$ cat src/rtl/countdown_100_if.sv
// Load/count bus of the countdown_100 down-counter: start-value handshake, run/abort controls, count and status.
// Latency: none (wires only).
// Backpressure: o_ready is the only flow control; requests while it is low are dropped, not queued.
interface countdown_100_if #(
    parameter int W = 7
);
    logic         i_valid;
    logic         o_ready;
    logic [W-1:0] i_num;
    logic         i_run;
    logic         i_abort;
    logic [W-1:0] o_cnt;
    logic [3:0]   o_tens;
    logic [3:0]   o_ones;
    logic         o_busy;
    logic         o_done;

    // Side that issues loads and controls, e.g. a sequencer or the bench.
    modport master (
        output i_valid, i_num, i_run, i_abort,
        input  o_ready, o_cnt, o_tens, o_ones, o_busy, o_done
    );

    // Side that implements the counter.
    modport slave (
        input  i_valid, i_num, i_run, i_abort,
        output o_ready, o_cnt, o_tens, o_ones, o_busy, o_done
    );
endinterface

$ cat src/rtl/countdown_100.sv
// Loadable 0..MAX down-counter with one-cycle done pulse and BCD tens/ones view; optional COUNTDOWN_AUTO_RELOAD_EN macro.
// Latency: count visible the edge after load; done pulses v+1 enabled edges after a load of v.
// Backpressure: o_ready high only in IDLE; loads while busy are ignored, i_run low freezes the count.
module countdown_100 #(
    parameter int MAX = 99,
    parameter int W   = 7
) (
    input  logic        clk,
    input  logic        reset_n,
    countdown_100_if.slave bus
);

    typedef enum logic [1:0] {
        ST_IDLE = 2'd0,
        ST_RUN  = 2'd1,
        ST_DONE = 2'd2
    } state_t;

    localparam logic [W-1:0] MAX_W = W'(MAX);
    localparam logic [W-1:0] ONE_W = W'(1);
    localparam logic [W-1:0] TEN_W = W'(10);

    state_t       state_q, state_d;
    logic [W-1:0] cnt_q,   cnt_d;
    logic         done_q,  done_d;
    logic [W-1:0] num_clamp;

    // Oversized requests saturate at MAX; the whole W-bit request is compared.
    assign num_clamp = (bus.i_num > MAX_W) ? MAX_W : bus.i_num;

`ifdef COUNTDOWN_AUTO_RELOAD_EN
    // Start value is kept so a terminal count can restart the period.
    logic [W-1:0] load_q, load_d;

    // State, count, done pulse and stored start value registers.
    always_ff @(posedge clk or negedge reset_n) begin
        if (!reset_n) begin
            state_q <= ST_IDLE;
            cnt_q   <= '0;
            done_q  <= 1'b0;
            load_q  <= '0;
        end else begin
            state_q <= state_d;
            cnt_q   <= cnt_d;
            done_q  <= done_d;
            load_q  <= load_d;
        end
    end
`else
    // State, count and done pulse registers.
    always_ff @(posedge clk or negedge reset_n) begin
        if (!reset_n) begin
            state_q <= ST_IDLE;
            cnt_q   <= '0;
            done_q  <= 1'b0;
        end else begin
            state_q <= state_d;
            cnt_q   <= cnt_d;
            done_q  <= done_d;
        end
    end
`endif

    // Next state, next count and done pulse; abort overrides everything else.
    always_comb begin
        state_d = state_q;
        cnt_d   = cnt_q;
        done_d  = 1'b0;
`ifdef COUNTDOWN_AUTO_RELOAD_EN
        load_d  = load_q;
`endif
        case (state_q)
            ST_IDLE: begin
                if (bus.i_valid) begin
                    cnt_d   = num_clamp;
`ifdef COUNTDOWN_AUTO_RELOAD_EN
                    load_d  = num_clamp;
`endif
                    state_d = ST_RUN;
                end
            end
            ST_RUN: begin
                if (bus.i_run) begin
                    if (cnt_q != '0) begin
                        // Never decremented at zero, so no wrap is possible.
                        cnt_d = cnt_q - ONE_W;
                    end else begin
`ifdef COUNTDOWN_AUTO_RELOAD_EN
                        // Periodic mode: restart from the stored value and stay in RUN.
                        cnt_d   = load_q;
`else
                        state_d = ST_DONE;
`endif
                        done_d  = 1'b1;
                    end
                end
            end
            ST_DONE: begin
                cnt_d   = '0;
                state_d = ST_IDLE;
            end
            default: begin
                cnt_d   = '0;
                state_d = ST_IDLE;
            end
        endcase
        if (bus.i_abort) begin
            state_d = ST_IDLE;
            cnt_d   = '0;
            done_d  = 1'b0;
        end
    end

    assign bus.o_ready = (state_q == ST_IDLE);
    assign bus.o_busy  = (state_q != ST_IDLE);
    assign bus.o_cnt   = cnt_q;
    assign bus.o_done  = done_q;

    // Display path: decimal digits of the registered count (valid for counts up to 99).
    assign bus.o_tens  = 4'(cnt_q / TEN_W);
    assign bus.o_ones  = 4'(cnt_q % TEN_W);

endmodule
$ cat src/flat_wrapper.sv
// flat-port wrapper written by rule: the top's interface ports become plain ports
module countdown_100_flat 
#(
    parameter int MAX = 99,
    parameter int W   = 7
)
  (clk, reset_n, bus_i_valid, bus_i_num, bus_i_run, bus_i_abort, bus_o_ready, bus_o_cnt, bus_o_tens, bus_o_ones, bus_o_busy, bus_o_done);
  countdown_100_if #(.W(W)) bus_i ();
  input  logic clk;
  input  logic reset_n;
  input wire logic [$bits(bus_i.i_valid)-1:0] bus_i_valid;
  input wire logic [$bits(bus_i.i_num)-1:0] bus_i_num;
  input wire logic [$bits(bus_i.i_run)-1:0] bus_i_run;
  input wire logic [$bits(bus_i.i_abort)-1:0] bus_i_abort;
  output wire logic [$bits(bus_i.o_ready)-1:0] bus_o_ready;
  output wire logic [$bits(bus_i.o_cnt)-1:0] bus_o_cnt;
  output wire logic [$bits(bus_i.o_tens)-1:0] bus_o_tens;
  output wire logic [$bits(bus_i.o_ones)-1:0] bus_o_ones;
  output wire logic [$bits(bus_i.o_busy)-1:0] bus_o_busy;
  output wire logic [$bits(bus_i.o_done)-1:0] bus_o_done;
  assign bus_i.i_valid = bus_i_valid;
  assign bus_i.i_num = bus_i_num;
  assign bus_i.i_run = bus_i_run;
  assign bus_i.i_abort = bus_i_abort;
  assign bus_o_ready = bus_i.o_ready;
  assign bus_o_cnt = bus_i.o_cnt;
  assign bus_o_tens = bus_i.o_tens;
  assign bus_o_ones = bus_i.o_ones;
  assign bus_o_busy = bus_i.o_busy;
  assign bus_o_done = bus_i.o_done;
  countdown_100 #(.MAX(MAX), .W(W)) u_core (.clk(clk), .reset_n(reset_n), .bus(bus_i));
endmodule
$ cat config.mk
export PLATFORM = sky130hd
export DESIGN_NAME = countdown_100_flat
export DESIGN_NICKNAME = d
export VERILOG_FILES = /design/src/rtl/countdown_100_if.sv /design/src/rtl/countdown_100.sv /design/src/flat_wrapper.sv
export SDC_FILE = /design/constraint.sdc
export NUM_CORES = 1
export LEC_CHECK = 0
export ABC_AREA = 1
export CAP_MARGIN = 20
export CORE_ASPECT_RATIO = 1.5
export CORE_UTILIZATION = 46
export DETAILED_ROUTE_END_ITERATION = 10
export GPL_TIMING_DRIVEN = 0
export PLACE_DENSITY = 0.77
export SYNTH_ARGS = -nofsm -noshare
export SYNTH_HDL_FRONTEND = slang
export SYNTH_SLANG_ARGS = --single-unit
export TNS_END_PERCENT = 10
$ cat constraint.sdc
create_clock -name clk -period 2.7 [get_ports clk]
set_input_delay 0.405 -clock clk [delete_from_list [all_inputs] [get_ports clk]]
set_output_delay 0.405 -clock clk [all_outputs]
set_load 0.02 [all_outputs]
Word level (Yosys, flattened, before mapping)
Index checks and enable logic that the tools add are counted.

storage, ports and cells
  bits of input ports = 12
  bits in registers = 10
  word-level logic and storage cells = 32
  bits in read-only memories = 0
  RAM bits = 0
  latch bits = 0
  output and inout port bits = 18
  memories kept = 0

operators by class
  reduce and logical (&&, ||, !) cells = 5
  mux-type cells = 15
  shift operators = 0
  bitwise gates (word level) = 0
  add/sub/neg operators = 1
  divide/modulo/power cells = 2
  multipliers = 0
  magnitude comparators = 1
  eq/ne operators = 5

operator list
  cell                                                                   number
  7-bit two-way mux                                                      5
  7-bit one-hot mux with 2 select lines                                  1
  3-bit != test, second input constant                                   3
  2-bit two-way mux                                                      4
  7-bit by 4-bit divider with 7-bit output, second input constant        1
  7-bit greater-than comparator, second input constant                   1
  7-bit by 4-bit modulo with 7-bit output, second input constant         1
  7-bit nonzero test                                                     1
  7-bit by 1-bit subtractor with 7-bit output, second input constant     1
  3-bit AND reduction                                                    2
  1-bit two-way mux                                                      4
  2-bit one-hot mux with 2 select lines                                  1
  3-bit by 2-bit != test with 1-bit output, second input constant        1
  2-bit by 1-bit equality test with 1-bit output, second input constant  1
  2-bit zero test                                                        1
  2-bit nonzero test                                                     1

Longest topological paths before layout
  depth after elaboration = 5
  gate-level depth with buffers = 19
  gate-level depth less buffers = 19

Least setup slack after synthesis
OpenSTA, ideal clock, no wires.

  kind = register to output
  start = register u_core.cnt_q[5], in the netlist u_core.bus.o_cnt[5]
  end = output port bus_o_ones[1]
  required time = 2.295 ns
  setup slack = 0.007 ns
  data arrival time = 2.288 ns
  stages on the path, launching flop included = 17
  buffers on the path = 0
  cell sequence = dfrtp_1 > nor2_1 > nand2_1 > nand2_4 > nand2_1 > nand3_2 > nand2_2 > nand2_4 > nand2_1 > nand2_1 > inv_1 > ha_1 > inv_1 > nand3_2 > nand3_2 > nand2_1 > nand2_1

between the ends
  cells in the longest elaborated chain, start to end = 1

ends and longest elaborated chain
  item                                     RTL line              text
  start: declaration                       countdown_100.sv:24   logic [W-1:0] cnt_q, cnt_d;
  start signal: assignment                 countdown_100.sv:58   cnt_q <= cnt_d;
  7-bit by 4-bit modulo with 7-bit output  countdown_100.sv:121  assign bus.o_ones = 4'(cnt_q % TEN_W);
  end: declaration                         flat_wrapper.sv:18    output wire logic [$bits(bus_i.o_ones)-1:0] bus_o_ones;

No other way between the ends.

Worst setup path in the final report
  start = register u_core.cnt_q[4], in the netlist u_core.bus.o_cnt[4]
  end = output port bus_o_ones[1]

Same word-level chain as after synthesis.

==> run_results.csv <==
group,metric,value,unit
sta,fin_setup_tns,-0.0661,ns
sta,finalCritPeriodShare,1.01,
layout,num-nets-final,201,
placement,hpwl,1.93,mm
die,ios,30,
yosys,yosys-top-cells-count,"nand2_1, inv_1, nand3_1",
clock_network,clock_sinks,10,
placement,place.gp.congestion,0.846,
sta,relSlewSlack,0.629,
yosys,yosysMostFrequentCell,"nand2_1",
status,violations,"negative setup slack",
sta,fmax,0.365,GHz
die,die_area,2270,um^2
critical_path,cp-start-kind,"register",
placement,dpl-instance-area,1270,um^2
yosys,syn_inst,141,
clock_network,cts_tree,"done",
yosys,ys_seq_area_frac,0.261,
grt,grt_pass1_wl,4.28,mm
sta,skew,0.00299,ns
clock_network,clk_transition_reported_paths,0.06,ns
yosys,netlist.area_leader.share,0.261,
grt,grt_pass1_vias,1070,
detailed_routing,drt-pass1-iter-count,4,
flow_run,drv_cap,0,
layout,stdcell_area,1460,um^2
detailed_routing,via_per_inst,5.58,
critical_path,crit_slowest_cell,"dfrtp_2",
critical_path,cp_max_fo,5,
grt,grt_busiest_layer,"met2",
yosys,syn_area,957,um^2
yosys,yosys-top-cells-area,"dfrtp_1, nand2_1, nand3_1",
die,die_y,57.9,um
yosys,yosysUniqueCellTypes,30,
layout,drive_gt1_frac,0.284,
grt,grt_max_degree,11,
detailed_routing,postRouteAntennaNets,0,
critical_path,required,2.30,ns
detailed_routing,route.detailed.drc,0,
sta,rsz0062_at_grt,"yes",
die,design.core.area,1900,um^2
clock_network,clk_path_buf_depth,2,
detailed_routing,vias,1139,
critical_path,crit_end,"bus_o_ones[1]",
die,core.rowCount,19,
grt,grt_use_met1,0.282,
sta,worst_slew_pin_slew,0.550,ns
yosys,synth_ff_type,"dfrtp_1",
layout,fillers,159,
critical_path,crit_arrival,2.33,ns
critical_path,cp-end-kind,"output pin",
sta,report.final.slew_viol_count,0,
critical_path,ff2ff_path_depth,10,
critical_path,ff2ff_setup_slack,0.76,ns
status,status,"finished, violations left",
clock_network,cts_buffers,3,
sta,finalWorstSetupSlack,-0.0378,ns
grt,gr-usage-met2,0.510,
critical_path,reg2reg_from,"u_core.state_q[0]",
layout,multi_input_area,701,um^2
sta,setup_viol,2,
critical_path,r2r_end,"u_core.bus.o_cnt[4]",
detailed_routing,routedWlPerCell,12.8,um
grt,grtUsageMet3,0.0153,
placement,dp_slack,-0.448,ns
detailed_routing,wl,2.61,mm
grt,grt_overflow_total,0,
layout,diodes,0,
sta,hold_violations,0,
yosys,yosys_warnings,0,
yosys,ys_ff_latch,10,
layout,seq_area,254,um^2
placement,port_buffers,29,
clock_network,cts-root-buf,"clkbuf_4",
detailed_routing,drt_iter0_markers,26,
sta,fin_crit,2.74,ns
yosys,async_flop_share,1.00,
critical_path,cp_cell_sequence,"inv_4 -> nand3_4 -> nand3_4 -> nand2_4 -> nand2_4 -> nand2_2 -> nand2_4 -> inv_2 -> nand2_4 -> nand2_4 -> nand2_4 -> nand2_2 -> inv_2 -> ha_2 -> inv_2 -> nand3_4 -> nand3_2 -> nand2_1 -> nand2_1 -> buf_6",
worst_hold_path,hold_path_class,"primary input to async pin",
layout,syn_to_final_growth,52.8,%
yosys,synth_edf_count,0,
critical_path,cp_common_cell,"nand2_4",
clock_network,clk_latency,0.27,ns
die,die_w,39.2,um
clock_network,htree_levels,1,
critical_path,slowest_delay,0.48,ns
grt,grt_use_total,0.262,
yosys,yosysTopAreaCell,"dfrtp_1",
yosys,synth_nets,157,
grt,antenna_found_initial,0,
critical_path,worst-setup-path-type,"register to output pin",
yosys,synth_area_per_cell,6.79,um^2
critical_path,startpoint,"u_core.bus.o_cnt[4]",
die,initial_core_util,0.503,
==> what timing repair did <==
item | CTS | global route
hold buffers | 0 | 0
pin swaps | 2 | 4
setup buffers | 9 | 1
setup endpoints to repair | 4 | 4
cloned | 0 | 0
resized for setup | 37 | 12
==> per-stage QoR <==
step,utilization,instances,hold WS (ns)
after global routing,0.769,204,0.498
after CTS,0.743,203,0.472
after global placement,0.670,191,0.574
after floorplan,-,141,0.109
final,0.769,204,0.450
after detailed placement,0.670,191,0.572
==> state kept, by name (all words and copies together) (netlist names) <==
| name | cells |
|---|---|
| u_core.bus.o_done | 1 |
| u_core.bus.o_cnt | 7 |
| u_core.state_q | 2 |
==> how the worst min path moves through the flow <==
stage	start	endpoint	slack (ns)	cells past startpoint
floorplan	reset_n	u_core.bus.o_cnt[0]	0.11	0
global placement	u_core.state_q[0]	u_core.state_q[0]	0.57	2
detailed placement	u_core.state_q[0]	u_core.state_q[0]	0.57	2
CTS	reset_n	u_core.bus.o_cnt[3]	0.47	1
global route	reset_n	u_core.bus.o_cnt[3]	0.50	1
finish	reset_n	u_core.bus.o_cnt[3]	0.45	1
==> area by class of cell <==
type                            count  area share
Multi-Input combinational cell    107       0.479
Tap cell                           21      0.0180
Sequential cell                    10       0.174
Buffer                              2     0.00770
Timing Repair Buffer               39       0.246
Clock buffer                        3      0.0154
Inverter                           22      0.0599
==> worst max-delay path: cells and delay by family, from the launching register on <==
| family | cells | cell delay [ns] |
|---|---|---|
| buffers and inverters | 5 | 0.38 |
| adder cells (fa/ha/maj) | 1 | 0.15 |
| AND/OR/NAND/NOR | 14 | 1.04 |
| flip-flops | 1 | 0.48 |
==> layout by cell type, fill, tap and decap left out, types with 5 or more instances in the layout <==
cell type / count
o21ai_0: 10
clkdlybuf4s50_1: 25
nor2_1: 8
inv_1: 14
nand2_1: 24
inv_2: 5
dfrtp_1: 7
buf_4: 12
a21oi_1: 7
nand3_1: 13
nand2_4: 7
==> metal layers <==
metal  share of wire  up-vias  wire length (um)
li1                -      564                 -
met2            0.58       42              1520
met1            0.38      530               980
met5               0        -                 0
met3           0.035        3                92
met4          0.0065        0                17
==> kinds of logic after synthesis <==
family / Yosys count / synth area share
buffers and inverters: 24 / 0.0980
flip-flops: 10 / 0.261
XOR/XNOR: 2 / 0.0183
AND/OR/NAND/NOR: 74 / 0.396
adder cells (fa/ha/maj): 4 / 0.0523
AO/OA/AOI/OAI: 27 / 0.174
Power is not shown: default switching activity piles up to over one toggle a cycle in this logic, so the estimate is an artifact.
